File: config.mk
export PLATFORM = sky130hd
export DESIGN_NAME = vpipe_core
export DESIGN_NICKNAME = d
export VERILOG_FILES = /design/src/rtl/vpipe_pkg.sv /design/src/rtl/vpipe_alu.sv /design/src/rtl/vpipe_core.sv
export SDC_FILE = /design/constraint.sdc
export NUM_CORES = 1
export LEC_CHECK = 0
export ABC_CLOCK_PERIOD_IN_PS = 2600
export CORE_UTILIZATION = 50
export CTS_CLUSTER_SIZE = 28
export DETAILED_ROUTE_END_ITERATION = 7
export GPL_TIMING_DRIVEN = 0
export PLACE_DENSITY_LB_ADDON = 0.3
export SYNTH_ARGS = -nofsm -noshare
export SYNTH_HDL_FRONTEND = slang
export SYNTH_SLANG_ARGS = --single-unit
File: constraint.sdc
create_clock -name clk -period 2.6 [get_ports clk]
set_input_delay 0.39 -clock clk [delete_from_list [all_inputs] [get_ports clk]]
set_output_delay 0.39 -clock clk [all_outputs]
set_load 0.01 [all_outputs]
File: src/rtl/vpipe_pkg.sv
`default_nettype none
// ============================================================
// vpipe_pkg : opcodes, instruction field slices, ID/EX latch type
// Revision  : 1.0
// ============================================================
package vpipe_pkg;

  localparam int XLEN = 8;

  localparam logic [1:0] OP_NOP = 2'b00;
  localparam logic [1:0] OP_ADD = 2'b01;
  localparam logic [1:0] OP_SUB = 2'b10;
  localparam logic [1:0] OP_LI  = 2'b11;

  localparam int OP_HI  = 7;
  localparam int OP_LO  = 6;
  localparam int RS1_HI = 5;
  localparam int RS1_LO = 4;
  localparam int RS2_HI = 3;
  localparam int RS2_LO = 2;
  localparam int RD_HI  = 1;
  localparam int RD_LO  = 0;
  // LI reuses the rs1/rs2 fields as a 4-bit immediate
  localparam int IMM_HI = 5;
  localparam int IMM_LO = 2;

endpackage
`default_nettype wire

File: src/rtl/vpipe_alu.sv
`default_nettype none
// ============================================================
// vpipe_alu : combinational ADD / SUB / LI datapath (mod 2^XLEN)
// Revision  : 1.0
// ============================================================
module vpipe_alu
  import vpipe_pkg::*;
#(
  parameter int XLEN = 8
) (
  input  logic [1:0]      op,
  input  logic [XLEN-1:0] a,
  input  logic [XLEN-1:0] b,
  input  logic [3:0]      imm4,
  output logic [XLEN-1:0] result
);

  always_comb begin
    result = '0;
    case (op)
      OP_ADD:  result = a + b;
      OP_SUB:  result = a - b;
      OP_LI:   result = {{(XLEN-4){1'b0}}, imm4};
      default: result = '0;
    endcase
  end

endmodule
`default_nettype wire

File: src/rtl/vpipe_core.sv
`default_nettype none
// ============================================================
// vpipe_core : 3-stage in-order pipeline (ID, EX, WB), full forwarding
// Revision   : 1.0
// ============================================================
module vpipe_core
  import vpipe_pkg::*;
#(
  parameter int NREG = 4,
  parameter int XLEN = 8,
  parameter int CNTW = 16
) (
  input  logic            clk,
  input  logic            rst,
  input  logic            inst_valid,
  input  logic [7:0]      inst,
  input  logic [1:0]      rf_rd_sel,
  output logic [XLEN-1:0] rf_rd_data,
  output logic [XLEN-1:0] ex_alu_result,
  output logic [XLEN-1:0] ex_wb_val,
  output logic            retire_valid,
  output logic [1:0]      retire_rd,
  output logic [XLEN-1:0] retire_data,
  output logic [CNTW-1:0] retire_cnt
);

  logic [XLEN-1:0] rf [NREG];

  logic            id_ex_valid;
  logic [1:0]      id_ex_op;
  logic [1:0]      id_ex_rd;
  logic [XLEN-1:0] id_ex_a;
  logic [XLEN-1:0] id_ex_b;
  logic [3:0]      id_ex_imm;

  logic            ex_wb_valid;
  logic [1:0]      ex_wb_rd;

  logic [XLEN-1:0] alu_out;
  logic [XLEN-1:0] fwd_a;
  logic [XLEN-1:0] fwd_b;

  logic [1:0] dec_op;
  logic [1:0] dec_rs1;
  logic [1:0] dec_rs2;
  logic [1:0] dec_rd;
  logic [3:0] dec_imm;
  logic       issue;

  assign dec_op  = inst[OP_HI:OP_LO];
  assign dec_rs1 = inst[RS1_HI:RS1_LO];
  assign dec_rs2 = inst[RS2_HI:RS2_LO];
  assign dec_rd  = inst[RD_HI:RD_LO];
  assign dec_imm = inst[IMM_HI:IMM_LO];
  assign issue   = inst_valid && (dec_op != OP_NOP);

  vpipe_alu #(.XLEN(XLEN)) u_alu (
    .op     (id_ex_op),
    .a      (id_ex_a),
    .b      (id_ex_b),
    .imm4   (id_ex_imm),
    .result (alu_out)
  );

  assign ex_alu_result = id_ex_valid ? alu_out : '0;

  // EX result is younger than WB, so it takes priority when both match
  always_comb begin
    fwd_a = rf[dec_rs1];
    if (ex_wb_valid && (ex_wb_rd == dec_rs1)) fwd_a = ex_wb_val;
    if (id_ex_valid && (id_ex_rd == dec_rs1)) fwd_a = ex_alu_result;
    fwd_b = rf[dec_rs2];
    if (ex_wb_valid && (ex_wb_rd == dec_rs2)) fwd_b = ex_wb_val;
    if (id_ex_valid && (id_ex_rd == dec_rs2)) fwd_b = ex_alu_result;
  end

  always_ff @(posedge clk) begin
    if (rst) begin
      for (int i = 0; i < NREG; i++) rf[i] <= '0;
      id_ex_valid <= 1'b0;
      id_ex_op    <= OP_NOP;
      id_ex_rd    <= '0;
      id_ex_a     <= '0;
      id_ex_b     <= '0;
      id_ex_imm   <= '0;
      ex_wb_valid <= 1'b0;
      ex_wb_rd    <= '0;
      ex_wb_val   <= '0;
      retire_cnt  <= '0;
    end else begin
      id_ex_valid <= issue;
      id_ex_op    <= dec_op;
      id_ex_rd    <= dec_rd;
      id_ex_a     <= fwd_a;
      id_ex_b     <= fwd_b;
      id_ex_imm   <= dec_imm;

      ex_wb_valid <= id_ex_valid;
      ex_wb_rd    <= id_ex_rd;
      ex_wb_val   <= ex_alu_result;

      if (ex_wb_valid) begin
        rf[ex_wb_rd] <= ex_wb_val;
        retire_cnt   <= retire_cnt + CNTW'(1);
      end
    end
  end

  assign rf_rd_data   = rf[rf_rd_sel];
  assign retire_valid = ex_wb_valid;
  assign retire_rd    = ex_wb_rd;
  assign retire_data  = ex_wb_val;

endmodule
`default_nettype wire

==> results of run 1 <==
[per-layer routing]
metal  part of all wire [%]  GRT usage (%)  up-vias
met4                   0.90          6.760        0
met1                     45          29.53     1689
met2                     50          39.71       94
met3                    4.5          4.581       12
met5                      0              0        -
li1                       -              -     1672
[placed cells by master (no fill, tap or decap), drive strengths merged, types with 4 or more instances in the layout]
cell type / count
and2: 32
nor2b: 14
xnor2: 20
a211oi: 7
dfxtp: 52
xor2: 11
a21oi: 13
inv: 23
edfxtp: 32
nand3: 10
nor2: 34
nand2: 14
clkdlybuf4s50: 54
and3: 6
nand4: 6
ha: 12
buf: 54
nor3: 9
a21o: 11
clkbuf: 19
mux2i: 16
mux4: 24
a31oi: 4
[per-stage QoR]
step	hold slack [ns]	setup WS, ns
2_1_floorplan	0.4858	0.004914
3_3_place_gp	0.4826	-0.7014
3_5_place_dp	0.4885	-0.7525
4_1_cts	0.5029	-0.3819
5_1_grt	0.5320	-0.5439
6_report	0.5028	-0.4173
[power groups by stage]
stage          clock, mW  combinational, mW  sequential, mW
6_report            1.04              0.780            1.46
3_3_place_gp           0              0.525            1.48
3_5_place_dp           0              0.536            1.48
2_1_floorplan          0              0.392            1.47
5_1_grt             1.09              0.834            1.46
4_1_cts             1.05              0.667            1.45
[cell type report]
cell class              instances  area (um^2)
fillers                       614         2764
multi-input cells             281         2650
flip-flops and latches         84         2007
repair buffers                 89        789.5
clock buffers                  12        177.7
plain buffers                  26        148.9
well taps                     108        135.1
inverters                      22        82.58
clock inverters                 4        51.30
[kinds of logic (layout without fill, tap and decap cells)]
logic type | after synthesis | in the layout | synth area share (%)
and+or+nand+nor | 144 | 144 | 17.65
DFF | 84 | 84 | 43.44
AOI/OAI and AO/OA | 50 | 50 | 7.467
buffers and inverters | 49 | 153 | 5.104
muxes | 43 | 43 | 16.59
xor gates and xnor gates | 31 | 31 | 6.055
adders and majority gates | 13 | 13 | 3.693
[path summary, 6_finish.rpt]
| kind | start | endpoint | slack (ns) | cells after the start |
|---|---|---|---|---|
| max | id_ex_op[0]$_SDFF_PP0_ | ex_alu_result[3] | -0.42 | 13 |
| min | retire_cnt[7]$_SDFFE_PP0P_ | retire_cnt[7]$_SDFFE_PP0P_ | 0.50 | 2 |
| max reg2reg | id_ex_b[1]$_SDFF_PP0_ | id_ex_b[7]$_SDFF_PP0_ | -0.07 | 14 |
| min reg2reg | retire_cnt[7]$_SDFFE_PP0P_ | retire_cnt[7]$_SDFFE_PP0P_ | 0.50 | 2 |
[flip-flops by register name, summed over array words and instances (netlist names)]
signal and cells:
id_ex_imm 4, id_ex_valid 1, id_ex_a 8, retire_valid 1, id_ex_op 2, rf 32
retire_rd 2, id_ex_b 8, ex_wb_val 8, retire_cnt 16, id_ex_rd 2
[tightest hold or removal path: cells and delay by family, from the launching register on]
kind | cells | cell delay (ns)
compound gates | 2 | 0.13
flops | 1 | 0.33
[timing repair]
action | in CTS | in global routing
pin swaps | 19 | 17
gates resized for setup | 66 | 20
hold buffers | 0 | 0
setup buffers | 22 | 7
setup endpoints to repair | 11 | 12
==> out/qor.yml, run 1 <==
status:
  outcome: "complete, but fails checks"
  violations: "design-rule violations, negative setup slack"
power_and_ir_drop:
  p_int_mw: 2.381
  cellPowerDensity_nw_per_um2: 542.6
  p_clk_share_pct: 31.7
  irDropWorstVdd_uv: 302.2
  power.net_switching_mw: 0.8971
  p_sw_share_pct: 27.36
  p_leak_nw: 2.468
  p_seq_share_pct: 44.5
  power_frac_comb_pct: 23.8
  p_total_mw: 3.278
sta:
  relSlewSlack_pct: 45.01
  rsz0062_at_grt: "true"
  setup_ws_ns: -0.4173
  post-route-min-period_ns: 3.017
  max_freq_mhz: 331.4
  slew_violations: 0
  finalHoldViolCount: 0
  worst_slew_pin_slew_ns: 0.8231
  fin_tns_setup_ns: -2.338
  setup_viol: 10
  fin_worst_skew_ns: 0.009759
  period_share_pct: 116.0
synthesis:
  synth_warnings: 0
  syn-num-nets: 440
  syn_inst: 414
  synth_top_area_cell: "dfxtp_1"
  syn_area_um2: 4608
  synth_ff_type: "dfxtp_1"
  avgSynthCellArea_um2: 11.13
  ys_seq_area_share_pct: 43.44
  synth_top_area_share_pct: 22.59
  synth_common_cells: "dfxtp_1, nor2_1, and2_1, edfxtp_1, inv_1"
  synth-edff-count: 32
  synth_area_leaders: "dfxtp_1, edfxtp_1, mux4_2"
  ys_ff_latch: 84
  async_flop_share_pct: 0
  synth.most_common_cell: "dfxtp_1"
  synth_cell_type_count: 52
finish:
  stdcell_count: 626
  nets: 539
  area_delta_synth_final_pct: 31.12
  diodes: 0
  layout-drive-gt1-share_pct: 26.25
  post-route-util_pct: 68.61
  design_area_um2: 6042
clock_network:
  cts_root_buf: "clkbuf_8"
  cts_sinks: 84
  cts_made_buffers: 9
  worstSkewPairLatency_ns: 0.35
  h-tree-depth: 3
  clk_path_buf_depth: 2
  cts_tree: "done"
  path_clk_slew_ns: 0.09
floorplanning:
  core_region_area_um2: 8806
  initial_core_util_pct: 52.33
  fp.dieW_um: 98
  placementRows: 34
  dieArea_um2: 9604
  io_pins: 64
  die_y_um: 98
grt:
  overflow: 0
  grt_max_degree: 15
  grt_pass1_wl_um: 17330
  grtUsageTotal_pct: 23.09
  antenna_found_initial: 0
  grt_pass1_vias: 3442
setup_path:
  crit_type: "flop to primary output"
  start_kind: "flop"
  path_cells: "inv_2, ha_4, mux2_4, inv_1, ha_1, nand3b_1, buf_4, buf_4, nand3b_1, a32oi_2, nand2b_4, inv_1, buf_2"
  timing.critical_path.buf_inv: 6
  cp_slowest_stage_delay_ns: 0.34
  crit_family: "buffers and inverters"
  critical_path_arrival_ns: 2.63
  worstPathRequired_ns: 2.21
  cp_slowest_cell: "mux2_4"
  setup.worst_path.end_class: "primary output"
  crit_fanout: 7
placement:
  dpl.cell_count: 583
  gp_congestion: 0.8322
  dpl_cell_area_um2: 5365
  portBuffers: 61
  hpwl_um: 7621
drt:
  wl_per_cell_um: 17.60
  route.detailed.drc: 3
  dr_total_vias: 3467
  first_pass_iters: 6
  ant_nets: 0
  drt_iter0_drc: 188
  drt-vias-per-instance: 5.538
  routed_wl_um: 11020
job:
  drv.max_cap_violation_count: 0
worst_hold_path:
  hp-class: "flop to flop"
Power figures use the tool's default switching activity.
==> inputs of run 2 (changes only) <==
--- a/config.mk
+++ b/config.mk
@@ -5,6 +5,7 @@
 export SDC_FILE = /design/constraint.sdc
 export NUM_CORES = 1
 export LEC_CHECK = 0
+export ABC_AREA = 1
 export ABC_CLOCK_PERIOD_IN_PS = 2600
 export CORE_UTILIZATION = 50
 export CTS_CLUSTER_SIZE = 28
==> out/qor.yml, run 2 <==
status:
  outcome: "complete, but fails checks"
  violations: "negative setup slack"
synthesis:
  avgSynthCellArea_um2: 7.234  # -35%
  syn_inst: 668  # +61%
  syn-num-nets: 694  # +58%
  ys_ff_latch: 84  # unchanged
  async_flop_share_pct: 0  # unchanged
  syn_area_um2: 4832  # +4.9%
  synth_top_area_cell: "dfxtp_1"
  synth_ff_type: "dfxtp_1"
  synth.most_common_cell: "nand2_1"
  synth_top_area_share_pct: 21.54  # -1.0 points
  ys_seq_area_share_pct: 41.43  # -2.0 points
  synth_area_leaders: "dfxtp_1, edfxtp_1, nand2_1"
  synth_cell_type_count: 41  # -21%
  synth_common_cells: "nand2_1, inv_1, nor2_1"
  synth-edff-count: 32  # unchanged
  synth_warnings: 0  # unchanged
worst_hold_path:
  hp-class: "input port to flop"
  min-delay-start: "rst"
  hold_depth: 2  # unchanged
  min_to: "retire_cnt[12]$_SDFFE_PP0P_"
setup_path:
  r2r_end: "ex_wb_val[6]$_SDFF_PP0_"
  critical_path_arrival_ns: 2.62  # about the same
  crit_fanout: 5  # -2
  r2r_slack_ns: -0.35  # -0.28 ns
  crit_type: "flop to primary output"
  cp_slowest_cell: "dfxtp_2"
  crit_family: "simple AND/OR/NAND/NOR gates"
  crit_top_cell: "nand2_2"
  start_kind: "flop"
  cp_slowest_stage_delay_ns: 0.34  # about the same
  path_cells: "inv_2, ha_4, inv_4, nand2_4, xor2_1, inv_1, ha_4, nand2_1, nor2_4, nand2_2, nand2_2, inv_2, nand2_2, nand2_2, nand2_2, inv_1, buf_2"
  worstPathRequired_ns: 2.21  # about the same
  timing.critical_path.buf_inv: 6  # unchanged
  setup.worst_path.end_class: "primary output"
  timing.rr.start: "id_ex_op[0]$_SDFF_PP0_"
  reg2reg_depth: 21  # +7
sta:
  finalHoldViolCount: 0  # unchanged
  post-route-min-period_ns: 3.010  # -0.007635 ns
  setup_ws_ns: -0.4096  # +0.007635 ns
  rsz0062_at_grt: "true"
  setup_viol: 12  # +2
  worst_slew_pin_slew_ns: 0.5506  # -0.2725 ns
  period_share_pct: 115.8  # -0.29 points
  slew_violations: 0  # unchanged
  max_freq_mhz: 332.3  # +0.25%
  relSlewSlack_pct: 63.29  # +18 points
  fin_worst_skew_ns: 0.01647  # +0.006709 ns
finish:
  layout-drive-gt1-share_pct: 22.46  # -3.8 points
  area_delta_synth_final_pct: 33.95
  diodes: 0  # unchanged
  design_area_um2: 6472  # +7.1%
  largest_reg_flops: 32  # unchanged
  nets: 800  # +48%
  final_common_cell: "nand2_1"
  top_regs: "rf x32, retire_cnt x16"
  largest-register: "rf"
  stdcell_count: 908  # +45%
  layout_common_cells: "nand2_1, nor2_1, inv_1, o21ai_0, a21oi_1"
clock_network:
  cts_tree: "done"
  worstSkewPairLatency_ns: 0.36  # about the same
  cts_made_buffers: 9  # unchanged
  h-tree-depth: 3  # unchanged
  cts_sinks: 84  # unchanged
  clk_path_buf_depth: 2  # unchanged
  path_clk_slew_ns: 0.09  # about the same
  cts_root_buf: "clkbuf_8"
grt:
  groute.layer.met1.usage_pct: 35.45  # +5.9 points
  grt_pass1_vias: 4725  # +37%
  grt_pass1_wl_um: 22680  # +31%
  grt_max_degree: 16  # +1
  met2_usage_pct: 51.21  # +12 points
  grt_use_met3_pct: 3.969  # -0.61 points
  overflow: 0  # unchanged
  grtUsageTotal_pct: 29.11  # +6.0 points
  antenna_found_initial: 0  # unchanged
  gr-max-usage-layer: "met2"
floorplanning:
  placementRows: 35  # +2.9%
  dieArea_um2: 10060  # +4.8%
  core_region_area_um2: 9284  # +5.4%
  die_y_um: 100.3  # +2.4%
  initial_core_util_pct: 52.05  # -0.28 points
  fp.dieW_um: 100.3  # +2.4%
  io_pins: 64  # unchanged
power_and_ir_drop:
  irDropWorstVdd_uv: 346.4  # +15%
  cellPowerDensity_nw_per_um2: 543.3  # +0.14%
  p_leak_nw: 2.777  # +13%
placement:
  dpl.cell_count: 857  # +47%
  dpl_cell_area_um2: 5594  # +4.3%
  gp_congestion: 0.8947  # +7.5%
  hpwl_um: 10160  # +33%
  portBuffers: 60  # -1.6%
job:
  drv.max_cap_violation_count: 0  # unchanged
drt:
  wl_per_cell_um: 16.32  # -7.3%
  dr_total_vias: 4973  # +43%
  first_pass_iters: 6  # unchanged
  drt_iter0_drc: 381  # +100%
  ant_nets: 0  # unchanged
  drt-vias-per-instance: 5.477  # -1.1%
  routed_wl_um: 14820  # +35%
  route.detailed.drc: 0  # -3
run 2: cell types whose count changed in the layout (fill, tap and decap cells not counted), sizes merged, moves of 12 or more:
cell,delta
nand2,+116
a21oi,+47
nor2b,-14
o21ai,+68
nor2,+62
mux4,-24
mux2i,-16
buf,+12
and2,-32
nand3,+24
xnor2,-15
inv,+77
run 2: metrics by stage:
stage	total power, mW	TNS, ns	worst slack (ns)	hold slack (ns)	utilization, %
2_1_floorplan	1.877	0	0.1751	0.4486	-
3_3_place_gp	2.036	-2.451	-0.5804	0.4667	60.26
3_5_place_dp	2.055	-3.040	-0.6987	0.4734	60.26
4_1_cts	3.334	-1.254	-0.3370	0.3799	67.14
5_1_grt	3.656	-4.183	-0.5482	0.3872	69.72
6_report	3.516	-2.795	-0.4096	0.3908	69.72
run 2: report_power, final:
part           leakage [nW]  switching (mW)  internal, mW
Combinational          1.90           0.521         0.393
Sequential            0.757          0.0462          1.41
Clock                 0.123           0.480         0.662
Total                  2.78            1.05          2.47
run 2: worst max-delay path by stage:
| stage | from | to | slack [ns] | cells after the start |
|---|---|---|---|---|
| 2_1_floorplan | id_ex_b[0]$_SDFF_PP0_ | ex_alu_result[7] | 0.18 | 20 |
| 3_3_place_gp | id_ex_b[0]$_SDFF_PP0_ | ex_alu_result[7] | -0.58 | 21 |
| 3_5_place_dp | id_ex_op[0]$_SDFF_PP0_ | ex_alu_result[6] | -0.70 | 16 |
| 4_1_cts | id_ex_b[1]$_SDFF_PP0_ | ex_alu_result[7] | -0.34 | 21 |
| 5_1_grt | id_ex_b[1]$_SDFF_PP0_ | ex_alu_result[7] | -0.55 | 21 |
| 6_report | id_ex_op[0]$_SDFF_PP0_ | ex_alu_result[7] | -0.41 | 17 |
run 2: what timing repair did:
item | CTS | global route
hold endpoints to repair | 0 | 0
pin swaps | 20 | 23
hold buffers | 0 | 0
gates resized for setup | 84 | 54
buffers inserted | 26 | 9
setup endpoints to repair | 11 | 23
run 2: metal layers:
layer / up-vias / routed length [um]
met3: 43 / 973
li1: 2378 / -
met4: 0 / 455
met5: - / 0
met2: 226 / 7485
met1: 2326 / 5903
run 2: cell type report:
type	count	area [um^2]
Multi-Input combinational cell	452	2567
Inverter	101	391.6
Fill cell	749	2811
Buffer	31	200.2
Timing Repair Buffer	95	890.9
Clock inverter	4	76.32
Clock buffer	12	177.7
Sequential cell	84	2007
Tap cell	129	161.4
run 2: worst reg2reg max path: cells and delay by family, from the launching register on:
kind / cells / cell delay, ns
buf+inv: 10 / 1.04
compound gates: 1 / 0.16
xor+xnor: 1 / 0.18
flops: 1 / 0.34
fa+ha+maj: 2 / 0.49
simple gates: 7 / 0.68
run 2: cells by family (layout without fill, tap and decap cells):
group | count (synthesis) | count (layout) | synth area share (%)
and+or+nand+nor | 284 | 284 | 25.04
AOI/OAI and AO/OA | 146 | 146 | 16.08
xor gates and xnor gates | 9 | 9 | 1.942
adders and majority gates | 13 | 13 | 3.521
DFF | 84 | 84 | 41.43
buffers and inverters | 132 | 243 | 11.99
==> inputs of run 3 (changes only) <==
--- a/config.mk
+++ b/config.mk
@@ -7,6 +7,7 @@
 export LEC_CHECK = 0
 export ABC_AREA = 1
 export ABC_CLOCK_PERIOD_IN_PS = 2600
+export CAP_MARGIN = 20
 export CORE_UTILIZATION = 50
 export CTS_CLUSTER_SIZE = 28
 export DETAILED_ROUTE_END_ITERATION = 7
==> results of run 3 <==
The final DEF is identical to that of run 2; final timing and power are the same.
